==> src/rtl/uibi_arbiter.sv <==
// rtl/uibi_arbiter.sv - round-robin arbiter of NM upstream masters onto one UIBI master port
module uibi_arbiter #(
  parameter int NM      = 2,
  parameter int XLEN    = 32,
  parameter int NUM_W   = 4,
  parameter int TIMEOUT = 255,
  localparam int GW     = (NM > 1) ? $clog2(NM) : 1
) (
  input  logic                   clk,
  input  logic                   rst,
  input  logic [NM-1:0]          m_req,
  input  logic [NM-1:0]          m_wen,
  input  logic [3*NM-1:0]        m_mode,
  input  logic [XLEN*NM-1:0]     m_addr,
  input  logic [NUM_W*NM-1:0]    m_num,
  input  logic [XLEN*NM-1:0]     m_dat_w,
  output logic [NM-1:0]          m_ready,
  output logic                   m_err,
  output logic [XLEN-1:0]        m_dat_r,
  output logic                   bus_req,
  output logic                   bus_wen,
  output logic [2:0]             bus_mode,
  output logic [XLEN-1:0]        bus_addr,
  output logic [NUM_W-1:0]       bus_num,
  output logic [XLEN-1:0]        bus_dat_o,
  input  logic [XLEN-1:0]        bus_dat_i,
  input  logic                   bus_ready,
  output logic [GW-1:0]          grant
);

  typedef enum logic {IDLE, BUSY} state_t;

  // Timer compare value; a TIMEOUT of zero never fires.
  localparam bit            TO_EN   = (TIMEOUT != 0);
  localparam logic [15:0]   TO_LAST = 16'((TIMEOUT > 0) ? TIMEOUT - 1 : 0);

  state_t          state;
  logic [GW-1:0]   grant_q;
  logic [GW-1:0]   ptr;
  logic [GW-1:0]   winner;
  logic            found;
  logic [15:0]     timer;

  logic            busy;
  logic            gnt_req;
  logic            done_ok;
  logic            time_out;
  logic            finish;

  // Reset masks the bus side immediately so an aborted transfer never completes.
  assign busy     = (state == BUSY) && !rst;
  assign gnt_req  = m_req[grant_q];
  assign bus_req  = busy && gnt_req;
  assign done_ok  = bus_req && bus_ready;
  assign time_out = TO_EN && bus_req && !bus_ready && (timer == TO_LAST);
  assign finish   = done_ok || time_out;
  assign grant    = rst ? '0 : grant_q;

  // Round-robin search: first requester after the last served master, wrapping.
  always_comb begin
    int idx;
    winner = ptr;
    found  = 1'b0;
    idx    = 0;
    for (int k = 1; k <= NM; k++) begin
      idx = int'(ptr) + k;
      if (idx >= NM) idx = idx - NM;
      if (!found && m_req[idx]) begin
        winner = GW'(idx);
        found  = 1'b1;
      end
    end
  end

  // Forward the granted master's request fields; all zero whenever no request is on the bus.
  always_comb begin
    bus_wen   = 1'b0;
    bus_mode  = '0;
    bus_addr  = '0;
    bus_num   = '0;
    bus_dat_o = '0;
    if (bus_req) begin
      bus_wen   = m_wen[grant_q];
      bus_mode  = m_mode[3*int'(grant_q) +: 3];
      bus_addr  = m_addr[XLEN*int'(grant_q) +: XLEN];
      bus_num   = m_num[NUM_W*int'(grant_q) +: NUM_W];
      bus_dat_o = m_dat_w[XLEN*int'(grant_q) +: XLEN];
    end
  end

  // Completion pulse to the granted master; a real bus_ready beats a coincident timeout.
  always_comb begin
    m_ready = '0;
    m_err   = 1'b0;
    m_dat_r = '0;
    if (finish) begin
      m_ready[grant_q] = 1'b1;
      m_err            = time_out;
      m_dat_r          = done_ok ? bus_dat_i : '1;
    end
  end

  // Arbitration FSM: grant in IDLE, release on completion, timeout or dropped request.
  always_ff @(posedge clk) begin
    if (rst) begin
      state   <= IDLE;
      grant_q <= '0;
      ptr     <= GW'(NM - 1);
      timer   <= '0;
    end else begin
      case (state)
        IDLE: begin
          if (found) begin
            grant_q <= winner;
            timer   <= '0;
            state   <= BUSY;
          end
        end
        BUSY: begin
          if (!gnt_req || finish) begin
            ptr   <= grant_q;
            state <= IDLE;
          end else if (TO_EN && timer != 16'hFFFF) begin
            timer <= timer + 16'd1;
          end
        end
        default: state <= IDLE;
      endcase
    end
  end

endmodule
==> config.mk <==
export PLATFORM = sky130hd
export DESIGN_NAME = uibi_arbiter
export DESIGN_NICKNAME = d
export VERILOG_FILES = /design/src/rtl/uibi_arbiter.sv
export SDC_FILE = /design/constraint.sdc
export NUM_CORES = 1
export LEC_CHECK = 0
export ABC_AREA = 1
export CAP_MARGIN = 30
export CORE_AREA = 2 2 113 115
export CTS_BUF_LIST = sky130_fd_sc_hd__clkbuf_16
export DETAILED_ROUTE_END_ITERATION = 10
export DIE_AREA = 0 0 115 117
export GPL_TIMING_DRIVEN = 0
export PLACE_DENSITY = 0.65
export SLEW_MARGIN = 20
export SYNTH_ARGS = -nofsm -noshare
export SYNTH_HDL_FRONTEND = slang
export SYNTH_SLANG_ARGS = --single-unit
==> constraint.sdc <==
create_clock -name clk -period 3.1 [get_ports clk]
set_clock_uncertainty 0.05 [all_clocks]
set_input_delay 0.93 -clock clk [delete_from_list [all_inputs] [get_ports clk]]
set_output_delay 0.93 -clock clk [all_outputs]
set_load 0.03 [all_outputs]
; ---- After elaboration in Yosys (flattened, before gate mapping)
; Cells that the tools add are included.
[word_totals]
regBits = 19
output_inout_bits = 109
word_cells = 77
[classes]
addsub = 5
mul = 1
magnitude_cmp = 6
n_eq_ne = 5
shift = 4
muxes = 35
bitwise_logic = 1
reduce_logical = 16
[ops]
columns = cell, count
row1 = 32-bit two-way mux, 6
row2 = 64-bit by 7-bit variable part select with 32-bit output, 2
row3 = 32-bit by 3-bit less-than comparator with 1-bit output (second input constant), 2
row4 = 16-bit two-way mux, 3
row5 = 16-bit one-hot mux with 2 select lines, 1
row6 = 1-bit two-way mux, 20
row7 = 16-bit by 1-bit adder with 16-bit output (second input constant), 1
row8 = 16-bit by 8-bit equality test with 1-bit output (second input constant), 1
row9 = 16-bit inequality test (second input constant), 1
row10 = 8-bit by 4-bit variable part select with 4-bit output, 1
row11 = 1-bit logical AND, 7
row12 = 6-bit by 4-bit variable part select with 3-bit output, 1
row13 = 1-bit logical NOT, 4
row14 = 4-bit two-way mux, 1
row15 = 2-bit inequality test (second input constant), 2
row16 = 2-bit AND reduction, 2
row17 = 3-bit by 2-bit subtractor with 4-bit output (second input constant), 1
row18 = 1-bit by 2-bit adder with 3-bit output (second input constant), 1
row19 = 3-bit by 2-bit >= comparator with 1-bit output (second input constant), 1
row20 = 2-bit by 1-bit multiplier with 3-bit output (first input constant), 1
row21 = 3-bit two-way mux, 1
row22 = 3-bit AND reduction, 1
row23 = 2-bit by 2-bit subtractor with 3-bit output (second input constant), 1
row24 = 1-bit by 1-bit adder with 2-bit output (second input constant), 1
row25 = other kinds (9), 10

; ---- Logic depth before layout (Yosys ltp)
; Gate-level depths: netlist (run 1).
[logic_depth]
depth_word = 12
depth_mapped = 13
depth_no_buf = 13

; ---- Worst setup path after synthesis (run 1)
; No wires, ideal clock.
[synth_path]
path_kind = input to output
from = input port rst
to = output port m_dat_r[22]
arrival_ns = 2.178
setup_slack_ns = -0.058
path_stages = 6
n_path_buf = 1
path_cell_list = inv_2 > nand2_2 > nor2_4 > clkbuf_1 > nand3_1 > nand2_1
[synth_between]
elab_chain_len = 7
[synth_rtl]
columns = item, line
row1 = from (decl), 10  ; input logic rst,
row2 = 1-bit logical NOT *, 51  ; assign busy = (state == BUSY) && !rst;
row3 = 1-bit logical AND *, 51
row4 = 1-bit logical AND *, 53  ; assign bus_req = busy && gnt_req;
row5 = via bus_req, 20  ; output logic bus_req,
row6 = 1-bit logical AND (2 in a row), 55  ; assign time_out = TO_EN && bus_req && !bus_ready && (timer == TO_LAST);
row7 = 1-bit logical OR, 56  ; assign finish = done_ok || time_out;
row8 = 32-bit two-way mux *, 96  ; if (finish) begin
row9 = to (decl), 19  ; output logic [XLEN-1:0] m_dat_r,
; The timed path passes the listed nets; every way through them passes the cells marked *.

; ---- Worst setup path in the final report (run 1)
[layout_path]
from = input port m_req[1]
to = output port m_ready[1]
[layout_between]
elab_chain_len = 7
[layout_rtl]
columns = item, line
row1 = from (decl), 11  ; input logic [NM-1:0] m_req,
row2 = 1-bit two-way mux (not written as such) * (2 in a row), 52  ; assign gnt_req = m_req[grant_q];
row3 = 1-bit logical AND *, 53
row4 = 1-bit logical AND (2 in a row), 55
row5 = 1-bit logical OR *, 56
row6 = 2-bit two-way mux *, 96
row7 = to (decl), 17  ; output logic [NM-1:0] m_ready,
; Every way passes the cells marked *; elsewhere a longest branch is shown, timed or not. The select of a mux whose other input is x is not followed.

==> reports/qor.yml, run 1 <==
status:
  outcome: "finished, final reports clean"
global_route:
  grt_start_max_net_pins: 11
  grt_pass1_vias: 4108
  globalRoute.totalOverflow: 0
  global_route_wire_length_before_repair_um: 23000
  global_route.usage.total: 0.223
  initial_antenna_violation_count: 2
synth:
  synthArstFlopShare: 0
  avgSynthCellArea_um2: 4.92
  ys_seq_area_frac: 0.146
  postSynth.topFlopCell: "sky130_fd_sc_hd__dfxtp_1"
  synth_enable_flop_cells: 0
  synth-seq-cells: 19
  synth_nets: 711
  yosysWarningCount: 0
  number_of_different_library_cells_in_the_post_synthesis_netlist: 27
  mapped_cell_area_um2: 2600
  ys_top_cells_by_area: "sky130_fd_sc_hd__nand2_1 34%, sky130_fd_sc_hd__a21oi_1 17%, sky130_fd_sc_hd__dfxtp_1 15%"
  area_share_of_the_largest_cell_type_after_synthesis: 0.338
  synth_cells: 528
  netlist.top_cell.by_area: "sky130_fd_sc_hd__nand2_1"
setup_path:
  end_kind: "primary output"
  cpPeakStageDelay_ns: 0.18
  timing.critical_path.arrival_ns: 2.08
  worst-path-buf-inv: 5
  worst-endpoint-required_ns: 2.12
  critPathMostFrequentCell: "sky130_fd_sc_hd__nand2_2"
  startpoint_type: "input pin"
  reg2reg_setup_slack_ns: 0.94
  timing_worst_setup_path_type: "in2out"
  cp_top_family: "simple AND/OR/NAND/NOR gates"
  worstPathCellList: "buf_8, inv_2, nand2_2, nand2_2, nor2_4, buf_12, nand3_4, nand2_2, inv_2, nor2_1, buf_4"
  crit_slowest_cell: "sky130_fd_sc_hd__nand3_4"
  critPathMaxFanout: 6
route:
  detailroute.via_count: 4541
  antenna_violating_nets_remaining: 0
  wl_met3_um: 902
  routed_wl_um: 16600
  drt-pass1-iter-count: 5
  post_drt_via_cell_ratio: 4.62
  topRoutingLayerUsed: "met4"
  drt-met1-wl_um: 6480
  detail_route.wl_per_cell_um: 16.9
  wl_met2_um: 8990
  initialDrtViolationCount: 187
  drc: 0
timing:
  final.period_utilization: 0.988
  rsz0062_at_grt: "yes"
  worstMarginPinSlew_ns: 0.665
  timing.final.ws_setup_ns: 0.0370
  whs_ns: 0.436
  slew_viols_final: 0
  timing.fmax_mhz: 326
  setup_viol_count_final: 0
  layout_min_cycle_time_ns: 3.06
  timing.slew.headroom: 0.557
  timing.final.hold_violations: 0
clock_tree:
  cts.path.max_buffers: 2
  worst_path_clk_slew_ns: 0.06
  insertion_delay_to_the_later_sink_of_the_worst_skew_pair_ns: 0.26
  cts.root.buffer_cell: "sky130_fd_sc_hd__clkbuf_16"
  cts_num_sinks: 19
  cts_tree: "done"
  number_of_h_tree_branching_levels: 1
  cts_buffers: 3
  cts_hold_buffers: 0
power:
  design_power_total_uw: 1220
  leakagePower_uw: 0.00275
  power-per-cell-area_nw_per_um2: 200
  peakVddDrop_mv: 0.147
final_layout:
  final_common_cell: "sky130_fd_sc_hd__nand2_1"
  final_net_count: 1015
  synthToLayoutAreaGrowth_pct: 135
  proportion_of_layout_cells_with_a_drive_suffix_above_1: 0.260
  layout.cells.non_filler: 983
  final_core_utilization: 0.497
  most_frequent_cells_in_the_layout: "219 x sky130_fd_sc_hd__nand2_1, 177 x sky130_fd_sc_hd__clkdlybuf4s50_1, 67 x sky130_fd_sc_hd__buf_4"
floorplan:
  floorplan.die_area_um2: 13500
  fp.coreArea_um2: 12300
  initial_utilization: 0.211
  die_height_um: 117
  number_of_standard_cell_rows_in_the_floorplan: 41
  die_width_um: 115
  io_pins: 290
place:
  globalplace.congestion: 0.911
  place_inst: 966
  pre_cts_slack_ns: -1.76
  dp_hpwl_um: 13200
  place.port_buffers: 288
flow_run:
  maxcap_violations: 0
hold_path:
  worst_hold_class: "reg2reg"
## synthesized netlist by cell type (3+ instances only)
master and count:
sky130_fd_sc_hd__nor3_1 4, sky130_fd_sc_hd__inv_2 4, sky130_fd_sc_hd__nand2_1 234, sky130_fd_sc_hd__a21oi_1 88
sky130_fd_sc_hd__nor2_1 39, sky130_fd_sc_hd__o21ai_0 5, sky130_fd_sc_hd__inv_1 19, sky130_fd_sc_hd__buf_2 3
sky130_fd_sc_hd__dfxtp_1 19, sky130_fd_sc_hd__nand4_1 4, sky130_fd_sc_hd__nand3_1 55, sky130_fd_sc_hd__clkbuf_1 33
## report_power, final
part	leakage [uW]	internal [uW]	switching, uW
logic	0.00256	345	342
registers	0.000154	252	9.91
clock network	0.0000423	172	104
total	0.00275	769	456
## cell families after synthesis
family          Yosys count  share of synthesized area
compound gates           97                      0.190
xor+xnor                  3                     0.0101
simple gates            345                      0.551
buf+inv                  62                     0.0938
flops                    19                      0.146
fa+ha+maj                 2                    0.00962
## layer usage
| metal | GRT usage | vias to the layer above |
|---|---|---|
| li1 | - | 2313 |
| met1 | 0.264 | 2045 |
| met2 | 0.429 | 170 |
| met3 | 0.0299 | 13 |
| met4 | 0.0458 | 0 |
| met5 | 0 | - |
## path summary, 6_finish.rpt
kind                         startpoint                    end  cells after the start
hold / removal         ptr$_SDFFE_PP1P_       ptr$_SDFFE_PP1P_                      2
hold reg to reg        ptr$_SDFFE_PP1P_       ptr$_SDFFE_PP1P_                      2
setup reg to reg  timer[1]$_SDFFE_PP0P_  timer[2]$_SDFFE_PP0P_                      9
setup / recovery               m_req[1]             m_ready[1]                     11
## worst register-to-register path, stage by stage, from the launching register on
cell                      delay [ns]
sky130_fd_sc_hd__dfxtp_1        0.40
sky130_fd_sc_hd__ha_1           0.21
sky130_fd_sc_hd__inv_1          0.05
sky130_fd_sc_hd__nor2_2         0.26
sky130_fd_sc_hd__nand3_1        0.15
sky130_fd_sc_hd__o21ai_1        0.26
sky130_fd_sc_hd__nand2_2        0.19
sky130_fd_sc_hd__buf_2          0.25
sky130_fd_sc_hd__a21oi_1        0.18
sky130_fd_sc_hd__nor2_1         0.07
## flip-flops by register name, indices dropped and copies added, names as in the netlist
name     flops
grant_q      1
timer       16
ptr          1
state        1
## area by class of cell
type / instances / area (um2)
inverters: 23 / 88.8
multi-input cells: 448 / 2200
well taps: 150 / 188
clock inverters: 1 / 3.75
clock buffers: 3 / 75.1
repair buffers: 298 / 2890
fillers: 1275 / 6190
flip-flops and latches: 19 / 380
plain buffers: 39 / 284
diodes: 2 / 5.00
## per-stage QoR
stage	setup TNS, ns	cell area (um2)
6_report	0	6120
3_3_place_gp	-139.97	5670
5_1_grt	-0.312	6120
3_5_place_dp	-143.34	5670
4_1_cts	0	5920
2_1_floorplan	0	2600
## what timing repair did
| item | CTS | global route |
|---|---|---|
| pin swaps | 3 | 3 |
| hold endpoints to repair | 0 | 0 |
| resized for setup | 728 | 83 |
| gates cloned | 4 | 0 |
| endpoints found under the setup margin | 109 | 93 |
| setup buffers | 6 | 1 |
(Power assumes the default switching activity.)
==> run 2: changes to the inputs <==
--- a/config.mk
+++ b/config.mk
@@ -15,2 +15,3 @@
 export PLACE_DENSITY = 0.65
+export SETUP_SLACK_MARGIN = 0.05
 export SLEW_MARGIN = 20
--- a/constraint.sdc
+++ b/constraint.sdc
@@ -4,2 +4,2 @@
 set_output_delay 0.93 -clock clk [all_outputs]
-set_load 0.03 [all_outputs]
+set_load 0.005 [all_outputs]
==> run 2 against run 1 <==
  * The flow now finishes with violations (setup timing)
  * Sequential share of layout area shrank 0.11 points
  * Global-route usage increased by 1.5 points
  * Via count is 2.8% higher
  * Wire length rose by 4.8%
  * Final cell count grew 3.3%
  * Critical path depth stayed put
  * Combinational power decreased by 11%
==> reports/qor.yml, run 2 (synthesis gave the netlist of run 1 again) <==
clock_tree:
  cts.path.max_buffers: 2  # unchanged
  cts_num_sinks: 19  # unchanged
  cts_buffers: 3  # unchanged
  number_of_h_tree_branching_levels: 1  # unchanged
  cts.root.buffer_cell: "sky130_fd_sc_hd__clkbuf_16"
  cts_tree: "done"
  worst_path_clk_slew_ns: 0.05  # about the same
  insertion_delay_to_the_later_sink_of_the_worst_skew_pair_ns: 0.25  # about the same
floorplan:
  floorplan.die_area_um2: 13500  # unchanged
  initial_utilization: 0.211  # unchanged
  die_width_um: 115  # unchanged
  io_pins: 290  # unchanged
  fp.coreArea_um2: 12300  # unchanged
  die_height_um: 117  # unchanged
  number_of_standard_cell_rows_in_the_floorplan: 41  # unchanged
final_layout:
  proportion_of_layout_cells_with_a_drive_suffix_above_1: 0.290  # +0.0304
  final_net_count: 1045  # +3.0%
  final_common_cell: "sky130_fd_sc_hd__nand2_1"
  register_with_the_highest_flop_count: "timer"
  max_ffs_per_register: 16  # unchanged
  multi_input_comb_area_um2: 2270  # +3.2%
  final_core_utilization: 0.506  # +0.00884
  seq_area_um2: 380  # unchanged
  num-fill-cells: 1274  # -0.078%
  most_frequent_cells_in_the_layout: "203 x sky130_fd_sc_hd__nand2_1, 177 x sky130_fd_sc_hd__clkdlybuf4s50_1, 81 x sky130_fd_sc_hd__buf_2"
  synthToLayoutAreaGrowth_pct: 140
timing:
  timing.fmax_mhz: 317  # -2.9%
  final.period_utilization: 1.02  # +0.0292
  layout_min_cycle_time_ns: 3.15  # +0.0907 ns
  worstMarginPinSlew_ns: 0.732  # +0.0674 ns
  timing.final.ws_setup_ns: -0.0537  # -0.0907 ns
  timing.slew.headroom: 0.512  # -0.0449
  setup_viol_count_final: 21  # +21
  timing.final.hold_violations: 0  # unchanged
  slew_viols_final: 0  # unchanged
  rsz0062_at_grt: "yes"
global_route:
  globalRoute.totalOverflow: 0  # unchanged
  grt_pass1_vias: 4496  # +9.4%
  grt_start_max_net_pins: 11  # unchanged
  global_route_wire_length_before_repair_um: 24700  # +7.3%
  global_route.usage.total: 0.238  # +0.0146
  initial_antenna_violation_count: 4  # +2
place:
  dp_hpwl_um: 13500  # +2.5%
  pre_cts_slack_ns: -1.32  # +0.440 ns
  place.port_buffers: 288  # unchanged
  globalplace.congestion: 0.858  # -5.8%
route:
  initialDrtViolationCount: 210  # +12%
  routed_wl_um: 17400  # +4.8%
  detailroute.via_count: 4667  # +2.8%
  detail_route.wl_per_cell_um: 17.1  # +1.5%
  drt-pass1-iter-count: 5  # unchanged
  antenna_violating_nets_remaining: 0  # unchanged
  post_drt_via_cell_ratio: 4.60  # -0.47%
  drc: 0  # unchanged
power:
  leakagePower_uw: 0.00292  # +5.9%
  internal_power_uw: 762  # -0.90%
  power_frac_clock: 0.234  # +0.009
  power-per-cell-area_nw_per_um2: 183  # -8.6%
  fraction_of_power_consumed_by_sequential_logic: 0.230  # +0.016
  total_net_switching_power_uw: 378  # -17%
  peakVddDrop_mv: 0.151  # +2.8%
  power_frac_comb: 0.536  # -0.025
  switching_share: 0.331  # -0.0407
setup_path:
  worstPathCellList: "buf_12, inv_8, nand2_4, nor2_4, inv_6, buf_12, clkbuf_16, buf_8, buf_6, a21oi_2, buf_4"
  reg2reg_depth: 17  # +8
  reg2reg_setup_slack_ns: 0.75  # -0.19 ns
  timing.critical_path.arrival_ns: 2.17  # +0.09 ns
  r2r-start: "timer[0]$_SDFFE_PP0P_"
  crit_slowest_cell: "sky130_fd_sc_hd__nor2_4"
  timing_worst_setup_path_type: "in2out"
  critPathMaxFanout: 7  # +1
  r2r-end: "timer[11]$_SDFFE_PP0P_"
  cpPeakStageDelay_ns: 0.20  # +0.02 ns
  startpoint_type: "input pin"
  worst-endpoint-required_ns: 2.12  # about the same
  critPathMostFrequentCell: "sky130_fd_sc_hd__buf_12"
  end_kind: "primary output"
status:
  failed_checks: "setup timing"
  outcome: "finished, violations left"
hold_path:
  worstHoldPathCells: 2  # unchanged
  hold_path_start: "ptr$_SDFFE_PP1P_"
  worst_hold_class: "reg2reg"
  worst_hold_path.endpoint: "ptr$_SDFFE_PP1P_"
flow_run:
  maxcap_violations: 0  # unchanged
==> run 2: layer usage <==
metal | up-vias | wire (um) | track usage | part of all wire
met5 | - | 0 | 0 | 0
met4 | 0 | 442 | 0.0884 | 0.025
met3 | 24 | 828 | 0.0324 | 0.048
met2 | 151 | 9190 | 0.432 | 0.53
met1 | 2110 | 6930 | 0.286 | 0.40
li1 | 2382 | - | - | -
==> run 2: what timing repair did <==
action / 4_1_cts / 5_1_grt
resized for setup: 507 / 97
setup buffers: 31 / 5
gates cloned: 5 / 0
endpoints found under the setup margin: 109 / 77
hold buffers: 0 / 0
pin swaps: 3 / 10
==> run 2: metrics by stage <==
| step | setup TNS (ns) | hold slack (ns) | area, um2 | power, uW | instances |
|---|---|---|---|---|---|
| floorplan | 0 | 0.396 | 2600 | 454 | 528 |
| finish | -0.490 | 0.428 | 6230 | 1140 | 1015 |
| global placement | -121.96 | 0.412 | 5670 | 828 | 966 |
| detailed placement | -119.12 | 0.417 | 5670 | 829 | 966 |
| global route | -1.94 | 0.483 | 6230 | 1210 | 1015 |
| CTS | -0.459 | 0.432 | 6070 | 1130 | 1006 |
==> run 2: critical path, delay by kind of cell <==
kind / cells / cell delay [ns]
buffers and inverters: 8 / 0.90
and+or+nand+nor: 2 / 0.24
AOI/OAI and AO/OA: 1 / 0.09
==> run 2: power by group through the flow <==
stage | Combinational, uW | Clock [uW] | Sequential (uW)
2_1_floorplan | 189 | 0 | 265
3_3_place_gp | 562 | 0 | 267
3_5_place_dp | 563 | 0 | 266
4_1_cts | 595 | 273 | 261
5_1_grt | 662 | 283 | 263
6_report | 611 | 267 | 262
==> run 2: layout make-up <==
| class | instances | area share |
|---|---|---|
| repair buffers | 328 | 0.460 |
| multi-input cells | 448 | 0.365 |
| flip-flops and latches | 19 | 0.0610 |
| plain buffers | 39 | 0.0532 |
| well taps | 150 | 0.0301 |
| inverters | 23 | 0.0163 |
| clock buffers | 3 | 0.0120 |
| diodes | 4 | 0.00161 |
| clock inverters | 1 | 0.000602 |
==> run 2: worst max-delay path by stage <==
stage | end | slack, ns | cells after the start | from
after floorplan | m_dat_r[22] | 0.33 | 6 | rst
after global placement | bus_dat_o[22] | -1.33 | 8 | rst
after detailed placement | bus_dat_o[22] | -1.32 | 8 | rst
after CTS | bus_dat_o[25] | -0.08 | 12 | m_req[0]
after global routing | bus_dat_o[25] | -0.12 | 12 | m_req[1]
final | bus_dat_o[25] | -0.05 | 11 | rst
==> run 3: changes to the inputs <==
Settings changed: CAP_MARGIN 30 to 10.
==> results of run 3 <==
The final DEF is identical to that of run 2; final timing and power are the same.
